--- config.mk ---
export PLATFORM = sky130hd
export DESIGN_NAME = mem_port_arbiter
export DESIGN_NICKNAME = d
export VERILOG_FILES = /design/src/rtl/mem_port_arbiter_pkg.sv /design/src/rtl/mem_port_arbiter_rr_pick.sv /design/src/rtl/mem_port_arbiter.sv
export SDC_FILE = /design/constraint.sdc
export NUM_CORES = 1
export LEC_CHECK = 0
export CORE_UTILIZATION = 31
export CTS_CLUSTER_SIZE = 10
export DETAILED_ROUTE_END_ITERATION = 16
export GPL_TIMING_DRIVEN = 0
export PLACE_DENSITY = 0.87
export SLEW_MARGIN = 15
export SYNTH_ARGS = -nofsm -noshare
export SYNTH_HDL_FRONTEND = slang
export SYNTH_SLANG_ARGS = --single-unit
--- constraint.sdc ---
create_clock -name clock -period 5.8 [get_ports clock]
set_input_delay 1.45 -clock clock [delete_from_list [all_inputs] [get_ports clock]]
set_output_delay 1.45 -clock clock [all_outputs]
set_load 0.01 [all_outputs]
--- src/rtl/mem_port_arbiter_pkg.sv ---
`default_nettype none
// ============================================================================
// Module      : mem_arb_pkg
// Description : Shared types and constants for the system-RAM port arbiter.
//               Provides the arbiter state encoding, default bus widths and
//               the width of the burst-length counter.
// Ports       : none (package)
// Revision    : 1.0 - initial release
// ============================================================================
package mem_arb_pkg;

    localparam int c_DEFAULT_ADDR_W = 16;
    localparam int c_DEFAULT_DATA_W = 16;

    // Wide enough for any burst length up to 255.
    localparam int c_BURST_CNT_W    = 8;

    typedef enum logic [0:0] {
        ARB   = 1'b0,
        BURST = 1'b1
    } arb_state_t;

endpackage
`default_nettype wire

--- src/rtl/mem_port_arbiter_rr_pick.sv ---
`default_nettype none
// ============================================================================
// Module      : rr_pick
// Description : Combinational round-robin picker. Starting at the index after
//               i_last and wrapping, selects the first asserted request.
// Ports       : i_req    - request vector, one bit per requester
//               i_last   - index of the most recently granted requester
//               o_onehot - one-hot winner (all zero when no request)
//               o_idx    - encoded winner index (0 when no request)
//               o_found  - at least one request is asserted
// Revision    : 1.0 - initial release
// ============================================================================
module rr_pick #(
    parameter int NUM_REQ = 3,
    parameter int IDX_W   = 2
) (
    input  logic [NUM_REQ-1:0] i_req,
    input  logic [IDX_W-1:0]   i_last,
    output logic [NUM_REQ-1:0] o_onehot,
    output logic [IDX_W-1:0]   o_idx,
    output logic               o_found
);

    // Two ordered passes: first the indices above i_last, then the indices
    // from 0 up to and including i_last. The first hit in that order is the
    // closest requester after i_last with wrap-around.
    always_comb begin
        o_onehot = '0;
        o_idx    = '0;
        o_found  = 1'b0;
        for (int j = 0; j < NUM_REQ; j++) begin
            if (!o_found && i_req[j] && (IDX_W'(j) > i_last)) begin
                o_found     = 1'b1;
                o_onehot[j] = 1'b1;
                o_idx       = IDX_W'(j);
            end
        end
        for (int j = 0; j < NUM_REQ; j++) begin
            if (!o_found && i_req[j] && (IDX_W'(j) <= i_last)) begin
                o_found     = 1'b1;
                o_onehot[j] = 1'b1;
                o_idx       = IDX_W'(j);
            end
        end
    end

endmodule
`default_nettype wire

--- src/rtl/mem_port_arbiter.sv ---
`default_nettype none
// ============================================================================
// Module      : mem_port_arbiter
// Description : Shares one port of the 64Kx16 system RAM between NUM_REQ bus
//               masters. Round-robin arbitration resolved in the same cycle,
//               with optional bounded burst locking. The RAM samples address,
//               write data and write enable on the falling edge and returns
//               read data on the following cycle.
// Ports       : clock, reset       - clock, async active-high reset
//               req/lock/we        - per-requester request, burst lock, write
//               addr/wdata         - packed per-requester address / data
//               gnt                - one-hot grant, valid in the issue cycle
//               rvalid/rdata       - one-hot read return, shared read data
//               mem_address        - RAM port address
//               mem_write_data     - RAM port write data
//               mem_write_enable   - RAM port write enable
//               mem_read_data      - RAM port read data
// Revision    : 1.0 - initial release
// ============================================================================
module mem_port_arbiter
    import mem_arb_pkg::*;
#(
    parameter int NUM_REQ   = 3,
    parameter int ADDR_W    = c_DEFAULT_ADDR_W,
    parameter int DATA_W    = c_DEFAULT_DATA_W,
    parameter int MAX_BURST = 8
) (
    input  logic                      clock,
    input  logic                      reset,
    input  logic [NUM_REQ-1:0]        req,
    input  logic [NUM_REQ-1:0]        lock,
    input  logic [NUM_REQ-1:0]        we,
    input  logic [NUM_REQ*ADDR_W-1:0] addr,
    input  logic [NUM_REQ*DATA_W-1:0] wdata,
    output logic [NUM_REQ-1:0]        gnt,
    output logic [NUM_REQ-1:0]        rvalid,
    output logic [DATA_W-1:0]         rdata,
    output logic [ADDR_W-1:0]         mem_address,
    output logic [DATA_W-1:0]         mem_write_data,
    output logic                      mem_write_enable,
    input  logic [DATA_W-1:0]         mem_read_data
);

    localparam int                       c_IDX_W     = (NUM_REQ > 1) ? $clog2(NUM_REQ) : 1;
    localparam logic [c_IDX_W-1:0]       c_LAST_RST  = c_IDX_W'(NUM_REQ - 1);
    localparam logic [c_BURST_CNT_W-1:0] c_MAX_BURST = c_BURST_CNT_W'(MAX_BURST);
    localparam logic [c_BURST_CNT_W-1:0] c_CNT_ONE   = c_BURST_CNT_W'(1);
    localparam bit                       c_BURST_EN  = (MAX_BURST > 1);

    // ------------------------------------------------------------------------
    // State
    // ------------------------------------------------------------------------
    arb_state_t                r_state;
    arb_state_t                w_state_nxt;
    logic [c_IDX_W-1:0]        r_last;
    logic [c_IDX_W-1:0]        w_last_nxt;
    logic [c_BURST_CNT_W-1:0]  r_count;
    logic [c_BURST_CNT_W-1:0]  w_count_nxt;
    logic [c_BURST_CNT_W-1:0]  w_count_inc;
    logic [NUM_REQ-1:0]        r_rd_pend;

    // ------------------------------------------------------------------------
    // Per-requester views of the packed address / data buses
    // ------------------------------------------------------------------------
    logic [ADDR_W-1:0] w_addr_arr  [NUM_REQ];
    logic [DATA_W-1:0] w_wdata_arr [NUM_REQ];

    generate
        for (genvar gi = 0; gi < NUM_REQ; gi++) begin : g_unpack
            assign w_addr_arr[gi]  = addr[gi*ADDR_W +: ADDR_W];
            assign w_wdata_arr[gi] = wdata[gi*DATA_W +: DATA_W];
        end
    endgenerate

    // ------------------------------------------------------------------------
    // Winner selection
    // ------------------------------------------------------------------------
    logic [NUM_REQ-1:0] w_rr_onehot;
    logic [c_IDX_W-1:0] w_rr_idx;
    logic               w_rr_found;
    logic [NUM_REQ-1:0] w_owner_onehot;
    logic               w_owner_hold;
    logic [NUM_REQ-1:0] w_win_onehot;
    logic [c_IDX_W-1:0] w_win_idx;
    logic               w_win_valid;

    rr_pick #(
        .NUM_REQ (NUM_REQ),
        .IDX_W   (c_IDX_W)
    ) u_rr_pick (
        .i_req    (req),
        .i_last   (r_last),
        .o_onehot (w_rr_onehot),
        .o_idx    (w_rr_idx),
        .o_found  (w_rr_found)
    );

    always_comb begin
        w_owner_onehot = '0;
        for (int j = 0; j < NUM_REQ; j++) begin
            w_owner_onehot[j] = (c_IDX_W'(j) == r_last);
        end
    end

    // In BURST the owner keeps the port for as long as it keeps requesting;
    // once it lets go, round-robin picks this cycle's winner instead.
    assign w_owner_hold = (r_state == BURST) && req[r_last];
    assign w_win_idx    = w_owner_hold ? r_last : w_rr_idx;
    assign w_win_onehot = w_owner_hold ? w_owner_onehot : w_rr_onehot;

    // Reset blanks the grant immediately, even though the requests feeding
    // the picker are still asserted.
    assign w_win_valid  = (w_owner_hold || w_rr_found) && !reset;

    // ------------------------------------------------------------------------
    // RAM port and requester outputs
    // ------------------------------------------------------------------------
    // With no winner the index falls back to 0, so requester 0's address and
    // data sit on the RAM port as harmless, defined values.
    assign gnt              = w_win_valid ? w_win_onehot : '0;
    assign mem_address      = w_addr_arr[w_win_idx];
    assign mem_write_data   = w_wdata_arr[w_win_idx];
    assign mem_write_enable = w_win_valid && we[w_win_idx];

    assign rvalid = r_rd_pend;
    assign rdata  = mem_read_data;

    // ------------------------------------------------------------------------
    // Next-state logic
    // ------------------------------------------------------------------------
    assign w_count_inc = r_count + c_CNT_ONE;

    always_comb begin
        w_state_nxt = r_state;
        w_last_nxt  = r_last;
        w_count_nxt = r_count;

        if (w_win_valid) begin
            w_last_nxt = w_win_idx;
        end

        case (r_state)
            ARB: begin
                // The count includes the grant that opens the burst.
                if (c_BURST_EN && w_win_valid && lock[w_win_idx]) begin
                    w_state_nxt = BURST;
                    w_count_nxt = c_CNT_ONE;
                end
            end
            BURST: begin
                if (w_owner_hold && lock[r_last] && (w_count_inc < c_MAX_BURST)) begin
                    w_count_nxt = w_count_inc;
                end else begin
                    // Owner released the port, dropped lock, or this grant
                    // reached the burst limit.
                    w_state_nxt = ARB;
                    w_count_nxt = '0;
                end
            end
            default: begin
                w_state_nxt = ARB;
                w_count_nxt = '0;
            end
        endcase
    end

    // ------------------------------------------------------------------------
    // Registers
    // ------------------------------------------------------------------------
    always_ff @(posedge clock or posedge reset) begin
        if (reset) begin
            r_state   <= ARB;
            r_last    <= c_LAST_RST;
            r_count   <= '0;
            r_rd_pend <= '0;
        end else begin
            r_state   <= w_state_nxt;
            r_last    <= w_last_nxt;
            r_count   <= w_count_nxt;
            r_rd_pend <= gnt & ~we;
        end
    end

endmodule
`default_nettype wire

; ---- After elaboration in Yosys (flattened, before gate mapping)
; Index checks and enable logic that the tools add are counted.
[op_classes]
reduce_logical = 25
eq_ne = 3
n_bitwise = 4
magnitude_cmp = 10
muxes = 39
add_sub_neg = 1
[ops]
columns = op, n
row1 = 16-bit binary-select mux with 2-bit select, 2
row2 = 16-bit two-way mux, 4
row3 = 1-bit two-way mux, 18
row4 = 1-bit logical AND, 17
row5 = 8-bit two-way mux, 2
row6 = 8-bit case mux with 2 select lines, 1
row7 = 2-bit two-way mux, 5
row8 = "8-bit by 1-bit adder with 8-bit output, second input constant", 1
row9 = 1-bit binary-select mux with 2-bit select, 4
row10 = "8-bit by 4-bit less-than comparator with 1-bit output, second input constant", 1
row11 = 1-bit logical NOT, 6
row12 = "2-bit by 3-bit less-than comparator with 1-bit output, second input constant", 2
row13 = 3-bit two-way mux, 2
row14 = "1-bit by 2-bit > comparator with 1-bit output, first input constant", 2
row15 = "1-bit by 2-bit <= comparator with 1-bit output, first input constant", 2
row16 = 3-bit AND, 1
row17 = "3-bit >= comparator, second input constant", 1
row18 = 2-bit inverter with 3-bit output, 1
row19 = 3-bit inverter, 1
row20 = "1-bit by 2-bit equality test with 1-bit output, first input constant", 1
row21 = "2-bit equality test, first input constant", 1
row22 = "2-bit > comparator, first input constant", 1
row23 = "2-bit <= comparator, first input constant", 1
row24 = 2-bit logical NOT, 1
row25 = other kinds (4), 4
[word_totals]
in_bits = 123
word_cells = 86
output_inout_bits = 55
ff_bits = 14

; ---- Logic depth before layout (Yosys ltp)
[depth]
ltp_word = 29
mapped_depth = 8
mapped_depth_nobuf = 6

; ---- Hierarchy
; Synthesis repeated with hierarchy kept, for this count alone.
[hier_totals]
cells_unflattened = 235
hier_area_um2 = 1898.1
[by_module_without_submodules]
columns = module, cells_per_inst, instances, area_each_um2
row1 = mem_port_arbiter, 223, 1, 1805.5
row2 = rr_pick, 12, 1, 92.6

; ---- Least setup slack after synthesis
; OpenSTA, ideal clock, no wires.
[synth_path]
kind = input-to-output
from = in req[2]
to = out mem_address[13]
arrival_ns = 2.849
setup_slack_ns = 1.501
cell_stages = 8
t_required_ns = 4.350
cell_sequence = clkbuf_1 nor2_1 a211o_1 nand2_1 buf_4 buf_1 nor2_1 a21oi_1
[synth_between]
elab_chain_cells = 20
elab_cells_between_ends = 26
[synth_rtl]
columns = element, line
row1 = from (decl), mem_port_arbiter.sv:30  ; input logic [NUM_REQ-1:0] req,
row2 = 1-bit logical AND (2 in series), mem_port_arbiter_rr_pick.sv:32  ; if (!o_found && i_req[j] && (IDX_W'(j) > i_last)) begin
row3 = 1-bit two-way mux, mem_port_arbiter_rr_pick.sv:32
row4 = 1-bit logical NOT, mem_port_arbiter_rr_pick.sv:39  ; if (!o_found && i_req[j] && (IDX_W'(j) <= i_last)) begin
row5 = 1-bit logical AND (2 in series), mem_port_arbiter_rr_pick.sv:39
row6 = 1-bit two-way mux, mem_port_arbiter_rr_pick.sv:39
row7 = 1-bit logical NOT, mem_port_arbiter_rr_pick.sv:39
row8 = 1-bit logical AND (2 in series), mem_port_arbiter_rr_pick.sv:39
row9 = 1-bit two-way mux, mem_port_arbiter_rr_pick.sv:39
row10 = 1-bit logical NOT, mem_port_arbiter_rr_pick.sv:39
row11 = 1-bit logical AND (2 in series), mem_port_arbiter_rr_pick.sv:39
row12 = 2-bit two-way mux, mem_port_arbiter_rr_pick.sv:39
row13 = 2-bit two-way mux (*), mem_port_arbiter.sv:108  ; assign w_win_idx = w_owner_hold ? r_last : w_rr_idx;
row14 = 2-bit inverter with 3-bit output (not written as such) (*), mem_port_arbiter.sv:121  ; assign mem_address = w_addr_arr[w_win_idx];
row15 = 16-bit binary-select mux with 2-bit select (*), mem_port_arbiter.sv:121
row16 = 16-bit two-way mux (not written as such) (*) (2 in series), mem_port_arbiter.sv:121
row17 = to (decl), mem_port_arbiter.sv:38  ; output logic [ADDR_W-1:0] mem_address,
; Every way passes the cells marked *; elsewhere a longest branch is shown, timed or not. The select of a mux whose other input is x is not followed.

; ---- Worst setup path in the final report
[layout_path]
from = in req[0]
to = out mem_write_data[0]
[layout_between]
elab_chain_cells = 27
elab_cells_between_ends = 34
[layout_rtl]
columns = element, line
row1 = 1-bit logical AND, mem_port_arbiter_rr_pick.sv:32
row2 = 1-bit two-way mux, mem_port_arbiter_rr_pick.sv:32
row3 = 1-bit logical NOT, mem_port_arbiter_rr_pick.sv:32
row4 = 1-bit logical AND (2 in series), mem_port_arbiter_rr_pick.sv:32
row5 = 1-bit two-way mux, mem_port_arbiter_rr_pick.sv:32
row6 = 1-bit logical NOT, mem_port_arbiter_rr_pick.sv:32
row7 = 1-bit logical AND (2 in series), mem_port_arbiter_rr_pick.sv:32
row8 = 1-bit two-way mux, mem_port_arbiter_rr_pick.sv:32
row9 = [... 7 more ...], -
row10 = 1-bit two-way mux, mem_port_arbiter_rr_pick.sv:39
row11 = 1-bit logical NOT, mem_port_arbiter_rr_pick.sv:39
row12 = 1-bit logical AND (2 in series), mem_port_arbiter_rr_pick.sv:39
row13 = 2-bit two-way mux, mem_port_arbiter_rr_pick.sv:39
row14 = 2-bit two-way mux (*), mem_port_arbiter.sv:108
row15 = 2-bit inverter with 3-bit output (not written as such) (*), mem_port_arbiter.sv:122  ; assign mem_write_data = w_wdata_arr[w_win_idx];
row16 = 16-bit binary-select mux with 2-bit select (*), mem_port_arbiter.sv:122
row17 = 16-bit two-way mux (not written as such) (*) (2 in series), mem_port_arbiter.sv:122
row18 = to (decl), mem_port_arbiter.sv:39  ; output logic [DATA_W-1:0] mem_write_data,
; Marks and branches as above.

==> results.toml <==
[status]
outcome = "complete, no violations"

[drt]
m1WireLength_um = 2542
wl_um = 6556
drtIter0Drc = 62
via_count = 2148
drt-pass1-iter-count = 5
routedWlPerCell_um = 14.70
maxUsedRoutingLayer = "met4"
wl_met3_um = 467
drt-vias-per-instance = 4.816
dr_wl_met2_um = 3380
postRouteAntennaNets = 0
drc = 0

[yosys]
synth_edf_count = 0
mappedNetlistNets = 336
synth.area.top_cells = "mux2i_1, dfrtp_1, a21oi_1"
avgSynthCellArea_um2 = 7.897
seq_area_frac_synth = 0.2100
synth_area_mm2 = 0.001674
synth_seq_cells = 14
ys_types = 43
synth_common_cells = "nor2_1, a21oi_1, mux2i_1, buf_4, dfrtp_1"
syn_inst = 212
ys.warnings.count = 0
synth_top_area_cell = "mux2i_1"
synth_most_common_cell = "nor2_1"
synth_ff_type = "dfrtp_1"
netlist.area_leader.share = 0.2093
async_reset_ff_frac = 1.000

[run]
maxCapViolCount = 0

[cells_and_area]
antenna_cells = 0
area_delta_synth_final_pct = 104.2
layout.nets = 501
final_layout_size_suffix_gt1_frac = 0.09574

[clock_tree]
cts_setup_buffers = 0
htreeDepth = 1
cts_resized = 0
cts_tree = "built"
clock-sinks = 14
clk_latency_ps = 250
cts-root-buf = "clkbuf_8"
path_clk_slew_ps = 60
clock_path_buffers = 2
cts_buffers = 3
hold_buffers = 0

[timing]
hold_violations = 0
rsz0062_at_grt = "no"
setup-violations-final = 0
fin_skew_ps = 2.230
layout_setup_ws_ps = 333.1
timing.final.crit_period_ps = 5467
timing.fmax_mhz = 182.9
setup-tns-final_ps = 0
slew-limit-headroom = 0.3074
max_slew.worst_pin.slew_ps = 1030
final-max-slew-violation-count = 0
period_share = 0.9426

[grt]
track_usage = 0.2162
grt_max_degree = 16
antenna_found_initial = 0
grt_pass1_wl_um = 9411
grt_pass1_vias = 2051
overflow = 0

[critical_path]
start_kind = "input port"
cp.arrival_ps = 4020
r2r_slack_ps = 3840
cp.required_ps = 4350
end_kind = "primary output"
path_max_fanout = 10
worst-setup-path-type = "input port to primary output"

[floorplanning]
ios = 178
die_w_um = 75.49
die_h_um = 75.49
die-area_mm2 = 0.005698
coreArea_mm2 = 0.005140
start_util = 0.3257
rows = 26

[placement]
io_buffers = 160
pre_cts_slack_ps = 342.9
place_hpwl_um = 5503
gp_congestion = 0.8600

[pwr]
p_leak_uw = 0.001539
power_density_mw_per_mm2 = 197.4
vdd_drop_max_mv = 0.1048

[hold_path]
min_path_type = "flop to flop"
==> cell type report <==
cell class              count  area (um2)
fillers                   461        1722
repair buffers            160        1602
multi-input cells         161        1052
flip-flops and latches     14       351.6
plain buffers              30       244.0
well taps                  70       87.58
clock buffers               4       55.05
inverters                   7       26.28
==> per-stage QoR <==
step	instances	utilization	total power (uW)	hold WS, ps	cell area, um2
2_1_floorplan	212	-	344.3	500.5	1674
3_3_place_gp	442	0.6543	572.1	531.1	3363
3_5_place_dp	442	0.6543	580.4	554.7	3363
4_1_cts	446	0.6650	679.2	569.7	3418
5_1_grt	446	0.6650	715.2	581.4	3418
6_report	446	0.6650	674.9	568.3	3418
==> layer usage <==
layer / vias up / GRT usage
met5: - / 0
met4: 0 / 0.06584
met3: 16 / 0.05159
met2: 109 / 0.3899
met1: 959 / 0.2532
li1: 1064 / -
==> flip-flops by register name, indices dropped and copies added (netlist names) <==
register and flops:
r_count 8, r_state 1, rvalid 3, r_last 2
==> where the power goes <==
group / switching (uW) / internal, uW
combinational: 194 / 264
sequential: 11.4 / 110
clock: 35.8 / 60.2
==> worst max-delay path, cell delays in order <==
cell and delay (ps):
clkdlybuf4s50_1 570, inv_1 100, a211o_1 340, nand2_1 140, buf_4 190, buf_1 400, nor2_1 90, a21oi_1 150
clkdlybuf4s50_1 580
==> kinds of logic after synthesis <==
group                      share of synthesized area
muxes                                         0.2093
AOI/OAI and AO/OA                             0.2063
buffers and inverters                         0.1614
and+or+nand+nor                               0.1898
DFF                                           0.2100
adders and majority gates                   0.007473
xor gates and xnor gates                     0.01570
==> path summary, 6_finish.rpt <==
| kind | startpoint | cells after the start | endpoint |
|---|---|---|---|
| setup / recovery | req[0] | 9 | mem_write_data[0] |
| hold / removal | r_count[5] | 1 | r_count[5] |
| setup reg to reg | r_last[1] | 8 | r_last[1] |
| hold reg to reg | r_count[5] | 1 | r_count[5] |
| max in group asynchronous | reset | 2 | r_state |
| min in group asynchronous | reset | 2 | rvalid[0] |
==> layout by cell type, fill, tap and decap left out, types with 4 or more instances in the layout <==
master / netlist / layout
a21oi_1: 35 / 35
buf_4: 17 / 17
clkbuf_8: 0 / 4
clkdlybuf4s50_1: 0 / 160
dfrtp_1: 13 / 13
inv_1: 7 / 7
mux2i_1: 35 / 35
nand2_1: 4 / 4
nor2_1: 38 / 38
nor3_1: 5 / 5
nor3b_1: 5 / 5
Power figures use the tool's default switching activity.
